[src/rtl/stream_rr_arbiter_pkg.sv]
// Shared types and helpers for the round-robin stream arbiter.
package stream_arb_pkg;

  localparam int MAX_ID_W = 4;

  typedef struct packed {
    logic [MAX_ID_W-1:0] ptr;
    logic                locked;
    logic [MAX_ID_W-1:0] lock_id;
  } arb_state_t;

  function automatic int id_width(input int n);
    return (n <= 2) ? 1 : $clog2(n);
  endfunction

  function automatic int unsigned rr_next(input int unsigned ptr, input int unsigned n);
    return (ptr + 1 >= n) ? 0 : ptr + 1;
  endfunction

endpackage

[src/rtl/stream_rr_arbiter_if.sv]
// Requester-side and output-side handshake bundle of the arbiter.
interface stream_rr_arbiter_if #(
  parameter int N_REQ = 4,
  parameter int WIDTH = 32,
  parameter int ID_W  = stream_arb_pkg::id_width(N_REQ)
) ();
  logic [N_REQ-1:0]       in_valid;
  logic [N_REQ-1:0]       in_ready;
  logic [N_REQ*WIDTH-1:0] in_data;
  logic [N_REQ-1:0]       in_last;
  logic                   out_valid;
  logic                   out_ready;
  logic [WIDTH-1:0]       out_data;
  logic                   out_last;
  logic [ID_W-1:0]        out_id;

  modport master (
    output in_valid, in_data, in_last, out_ready,
    input  in_ready, out_valid, out_data, out_last, out_id
  );

  modport slave (
    input  in_valid, in_data, in_last, out_ready,
    output in_ready, out_valid, out_data, out_last, out_id
  );
endinterface

[src/rtl/stream_rr_arbiter_rr_pick.sv]
// Rotating priority encoder: first set request at or after i_ptr, wrapping.
module rr_pick #(
  parameter int N_REQ = 4,
  parameter int ID_W  = 2
) (
  input  logic [N_REQ-1:0] i_req,
  input  logic [ID_W-1:0]  i_ptr,
  output logic [N_REQ-1:0] o_gnt_onehot,
  output logic [ID_W-1:0]  o_gnt_idx,
  output logic             o_any
);
  always_comb begin
    int unsigned w_idx;
    o_gnt_onehot = '0;
    o_gnt_idx    = '0;
    o_any        = 1'b0;
    w_idx        = 0;
    for (int unsigned k = 0; k < N_REQ; k++) begin
      w_idx = (32'(i_ptr) + k) % N_REQ;
      if (!o_any && i_req[w_idx]) begin
        o_any               = 1'b1;
        o_gnt_idx           = ID_W'(w_idx);
        o_gnt_onehot[w_idx] = 1'b1;
      end
    end
  end
endmodule

[src/rtl/stream_rr_arbiter.sv]
// Round-robin arbiter feeding one registered valid/ready output stage.
// Define STREAM_RR_ARB_LOCK_EN to hold the grant for a whole packet (until in_last).
module stream_rr_arbiter
  import stream_arb_pkg::*;
#(
  parameter int N_REQ = 4,
  parameter int WIDTH = 32,
  parameter int ID_W  = id_width(N_REQ)
) (
  input logic               clk,
  input logic               reset,
  stream_rr_arbiter_if.slave bus
);
  logic [N_REQ-1:0] w_req;
  logic [ID_W-1:0]  w_ptr;
  logic [N_REQ-1:0] w_gnt_onehot;
  logic [ID_W-1:0]  w_gnt_idx;
  logic             w_any;
  logic             w_load_ok;
  logic [WIDTH-1:0] w_data;
  logic             w_last;

  logic             r_out_valid;
  logic [WIDTH-1:0] r_out_data;
  logic             r_out_last;
  logic [ID_W-1:0]  r_out_id;

`ifdef STREAM_RR_ARB_LOCK_EN
  arb_state_t r_state;

  // While locked the holder is the only candidate, so the grant waits on it even when idle.
  always_comb begin
    w_ptr = ID_W'(r_state.ptr);
    w_req = r_state.locked ? (bus.in_valid & (N_REQ'(1) << r_state.lock_id)) : bus.in_valid;
  end
`else
  logic [ID_W-1:0] r_ptr;

  always_comb begin
    w_ptr = r_ptr;
    w_req = bus.in_valid;
  end
`endif

  rr_pick #(.N_REQ(N_REQ), .ID_W(ID_W)) u_pick (
    .i_req        (w_req),
    .i_ptr        (w_ptr),
    .o_gnt_onehot (w_gnt_onehot),
    .o_gnt_idx    (w_gnt_idx),
    .o_any        (w_any)
  );

  always_comb begin
    w_load_ok = !r_out_valid || bus.out_ready;
    w_last    = |(w_gnt_onehot & bus.in_last);
    w_data    = '0;
    for (int unsigned i = 0; i < N_REQ; i++) begin
      if (w_gnt_onehot[i]) w_data = bus.in_data[i*WIDTH +: WIDTH];
    end
  end

  assign bus.in_ready  = (reset || !w_load_ok) ? '0 : w_gnt_onehot;
  assign bus.out_valid = r_out_valid;
  assign bus.out_data  = r_out_data;
  assign bus.out_last  = r_out_last;
  assign bus.out_id    = r_out_id;

  always_ff @(posedge clk) begin
    if (reset) begin
      r_out_valid <= 1'b0;
      r_out_data  <= '0;
      r_out_last  <= 1'b0;
      r_out_id    <= '0;
`ifdef STREAM_RR_ARB_LOCK_EN
      r_state     <= '0;
`else
      r_ptr       <= '0;
`endif
    end else if (w_load_ok) begin
      if (w_any) begin
        r_out_valid <= 1'b1;
        r_out_data  <= w_data;
        r_out_last  <= w_last;
        r_out_id    <= w_gnt_idx;
`ifdef STREAM_RR_ARB_LOCK_EN
        if (w_last) begin
          r_state.locked <= 1'b0;
          r_state.ptr    <= MAX_ID_W'(rr_next(32'(w_gnt_idx), N_REQ));
        end else begin
          r_state.locked  <= 1'b1;
          r_state.lock_id <= MAX_ID_W'(w_gnt_idx);
        end
`else
        r_ptr <= ID_W'(rr_next(32'(w_gnt_idx), N_REQ));
`endif
      end else begin
        r_out_valid <= 1'b0;
      end
    end
  end
endmodule

[src/flat_wrapper.sv]
// flat-port wrapper written by rule: the top's interface ports become plain ports
module stream_rr_arbiter_flat import stream_arb_pkg::*;
#(
  parameter int N_REQ = 4,
  parameter int WIDTH = 32,
  parameter int ID_W  = id_width(N_REQ)
)
  (clk, reset, bus_in_valid, bus_in_data, bus_in_last, bus_out_ready, bus_in_ready, bus_out_valid, bus_out_data, bus_out_last, bus_out_id);
  stream_rr_arbiter_if #(.N_REQ(N_REQ), .WIDTH(WIDTH), .ID_W(ID_W)) bus_i ();
  input logic clk;
  input logic reset;
  input wire logic [$bits(bus_i.in_valid)-1:0] bus_in_valid;
  input wire logic [$bits(bus_i.in_data)-1:0] bus_in_data;
  input wire logic [$bits(bus_i.in_last)-1:0] bus_in_last;
  input wire logic [$bits(bus_i.out_ready)-1:0] bus_out_ready;
  output wire logic [$bits(bus_i.in_ready)-1:0] bus_in_ready;
  output wire logic [$bits(bus_i.out_valid)-1:0] bus_out_valid;
  output wire logic [$bits(bus_i.out_data)-1:0] bus_out_data;
  output wire logic [$bits(bus_i.out_last)-1:0] bus_out_last;
  output wire logic [$bits(bus_i.out_id)-1:0] bus_out_id;
  assign bus_i.in_valid = bus_in_valid;
  assign bus_i.in_data = bus_in_data;
  assign bus_i.in_last = bus_in_last;
  assign bus_i.out_ready = bus_out_ready;
  assign bus_in_ready = bus_i.in_ready;
  assign bus_out_valid = bus_i.out_valid;
  assign bus_out_data = bus_i.out_data;
  assign bus_out_last = bus_i.out_last;
  assign bus_out_id = bus_i.out_id;
  stream_rr_arbiter #(.N_REQ(N_REQ), .WIDTH(WIDTH), .ID_W(ID_W)) u_core (.clk(clk), .reset(reset), .bus(bus_i));
endmodule
[config.mk]
export PLATFORM = sky130hd
export DESIGN_NAME = stream_rr_arbiter_flat
export DESIGN_NICKNAME = d
export VERILOG_FILES = /design/src/rtl/stream_rr_arbiter_pkg.sv /design/src/rtl/stream_rr_arbiter_if.sv /design/src/rtl/stream_rr_arbiter_rr_pick.sv /design/src/rtl/stream_rr_arbiter.sv /design/src/flat_wrapper.sv
export SDC_FILE = /design/constraint.sdc
export NUM_CORES = 1
export LEC_CHECK = 0
export ABC_AREA = 1
export CORE_ASPECT_RATIO = 1.1
export CORE_MARGIN = 5
export CORE_UTILIZATION = 35
export CTS_BUF_LIST = sky130_fd_sc_hd__clkbuf_8
export DETAILED_ROUTE_END_ITERATION = 8
export GPL_TIMING_DRIVEN = 0
export PLACE_DENSITY = 0.8
export REMOVE_ABC_BUFFERS = 1
export SETUP_SLACK_MARGIN = 0.4
export SLEW_MARGIN = 10
export SYNTH_ARGS = -nofsm -noshare
export SYNTH_HDL_FRONTEND = slang
export SYNTH_SLANG_ARGS = --single-unit
[constraint.sdc]
create_clock -name clk -period 2.9 [get_ports clk]
set_input_delay 0.58 -clock clk [delete_from_list [all_inputs] [get_ports clk]]
set_output_delay 0.58 -clock clk [all_outputs]
set_load 0.02 [all_outputs]
==> impl_metrics.csv <==
group,metric,value,unit
run_status,status,"finished clean",
critical_path,required,2320,ps
synth,synth_top_family_by_area,"compound AO/OA/AOI/OAI gates",
die,design.die.area,10400,sq um
timing,drv_slew,0,
synth,yosys.area_share.xor_xnor,0,%
timing,rsz0062_at_grt,"true",
synth,syn_avg_cell_area,6.21,sq um
run,drv_cap,0,
layout,syn_to_final_growth,83.0,%
synth,synthMostInstantiatedCell,"a21oi_1",
power_and_ir_drop,power_density,1180,nW/um^2
timing,finClkSkew,10.5,ps
synth,synth_mux_area_share,0,%
layout,post-route-cell-area,5410,sq um
synth,ys_seq_area_share,25.7,%
synth,synth_common_cells,"136 x a21oi_1, 104 x nand2_1, 45 x inv_1",
cts,clock_latency,290,ps
synth,synth_top_cell_area_share,25.7,%
synth,synth-edff-count,0,
critical_path,crit_path_end_kind,"output port",
cts,cts_root_buffer,"clkbuf_8",
drt,vias_per_cell,5.42,
synth,synth.area.top_cells,"dfxtp_1 26%, a21oi_1 23%, nand2_1 13%",
synth,synth_compound_area_share,30.9,%
timing,fin_crit_sh,88.6,%
placed_design,post_dp_cell_area,4650,sq um
die,core.rowCount,35,
synth,yosys.area.top_type,"dfxtp_1",
critical_path,rrSetupSlack,450,ps
power_and_ir_drop,peakVddDrop,0.485,mV
cts,cts_sinks,38,
timing,worst_pin_slew,965,ps
synth,async_reset_ff_share,0,%
global_routing,grt_use_total,25.6,%
global_routing,grt_pass1_vias,4215,
cts,path_clk_slew,90,ps
drt,vias,4260,
critical_path,cp.arrival,1990,ps
layout,diodes,0,
cts,clk_path_buf_depth,2,
hold_path,min_to,"u_core.bus.out_id[0]",
die,die_height,106,um
hold_path,hold_class,"reg -> reg",
hold_path,hold_depth,1,
power_and_ir_drop,power,6400,uW
synth,synthAdderAreaFrac,2.54,%
die,ios,179,
timing,timing.fmax,389,MHz
drt,dr.pass1.iters,6,
synth,synth_cell_types,31,
timing,setup_viol,0,
global_routing,antenna_found_initial,0,
synth,synth.ff_latch_count,38,
layout,final_layout_size_suffix_gt1_share,16.6,%
synth,synthCells,476,
critical_path,startpoint_type,"register",
synth,yosys_warnings,0,
cts,cts_buffers,5,
die,die_width,97.7,um
global_routing,grt_pass1_wl,21.5,mm
cts,cts_tree,"done",
global_routing,grt_max_degree,41,
timing,holdWs,512,ps
synth,synthesis.area,2960,sq um
critical_path,r2r-end,"u_core.bus.out_data[5]",
critical_path,reg2reg_depth,12,
placed_design,io_buffers,178,
drt,wl_per_cell,18.9,um
synth,yosys.area_share.simple,26.4,%
placed_design,dp_hpwl,7.51,mm
die,core,8320,sq um
placed_design,gp_congestion,0.884,
power_and_ir_drop,p_leak,0.00246,uW
drt,drtAntennaViolNets,0,
cts,cts_max_level,2,
hold_path,holdCritStartpoint,"u_core.bus.out_id[0]",
timing,fin_crit,2570,ps
cts,postCtsHoldBufs,0,
critical_path,critPathMaxFanout,7,
drt,drc,0,
drt,drt_iter0_drc,301,
timing,relSlewSlack,35.6,%
drt,wl,14.8,mm
critical_path,crit_type,"reg -> out",
timing,final_hold_viol_count,0,
die,start_util,35.5,%
layout,final_nets,820,
global_routing,grt_overflow,0,
synth,synthFlopType,"dfxtp_1",
final cells by class:
class / count / area [sq um]
Clock buffer: 5 / 68.8
Fill cell: 695 / 2910
Timing Repair Buffer: 218 / 2090
Inverter: 51 / 224
Tap cell: 111 / 139
Sequential cell: 38 / 768
Clock inverter: 2 / 10.0
Multi-Input combinational cell: 361 / 2110
stage by stage:
| stage | util (%) | setup TNS [ps] | cells | setup slack [ps] |
|---|---|---|---|---|
| floorplan | - | -302 | 442 | -157 |
| global placement | 55.8 | -25360 | 731 | -1280 |
| detailed placement | 55.8 | -29300 | 731 | -1330 |
| CTS | 62.8 | 0 | 776 | 391 |
| global route | 65.0 | 0 | 786 | 244 |
| finish | 65.0 | 0 | 786 | 329 |
worst max-delay path, cell delays in order (launching register included):
cell	delay [ps]
dfxtp_4	400
inv_8	50
ha_4	270
inv_6	80
nand3_4	60
nand2_4	90
nand2_4	60
nor2_4	230
nand2_4	110
nand3_4	110
nand2_2	60
inv_2	60
buf_6	100
worst max-delay path by stage:
stage	endpoint	slack (ps)	depth (start not counted)
2_1_floorplan	bus_in_ready[3]	-160	10
4_1_cts	bus_in_ready[0]	390	11
3_3_place_gp	bus_in_ready[3]	-1280	11
6_report	bus_in_ready[3]	330	12
3_5_place_dp	bus_in_ready[3]	-1330	13
5_1_grt	bus_in_ready[3]	240	12
per-layer routing:
metal,routed length (um),global-route usage [%],vias up
li1,-,-,2010
met1,5650,28.1,1929
met2,7230,45.5,266
met3,1460,9.19,55
met4,498,8.51,0
met5,0,0,-
logic make-up after synthesis:
family	after synthesis
flops	38
fa+ha+maj	6
simple gates	168
compound gates	179
buf+inv	85
where the power goes:
part,switching (uW),internal (uW)
Clock,194,162
Combinational,3260,1940
Sequential,104,733
what timing repair did:
item	in CTS	in global routing
cloned	6	2
endpoints found under the hold margin	0	0
pin swaps	27	23
setup endpoints to repair	40	38
gates resized for setup	76	32
setup buffers	32	8
flip-flops by register name, indices dropped and copies added (netlist names), named ones only:
signal / flops
u_core.bus.out_data: 32
u_core.bus.out_id: 2
u_core.bus.out_last: 1
u_core.bus.out_valid: 1
u_core.r_ptr: 1
cells in the final DEF (no fill, tap or decap), types with 5 or more instances in the layout:
cell / instances
nand3_1: 36
dfxtp_1: 36
nand3_4: 14
o21ai_0: 36
nand2_4: 11
clkdlybuf4s50_1: 170
inv_1: 41
ha_1: 5
nand2_1: 89
clkbuf_8: 5
nand2_2: 11
buf_6: 7
a21oi_1: 134
buf_4: 37
No activity file was read; power rests on OpenSTA's default activity.
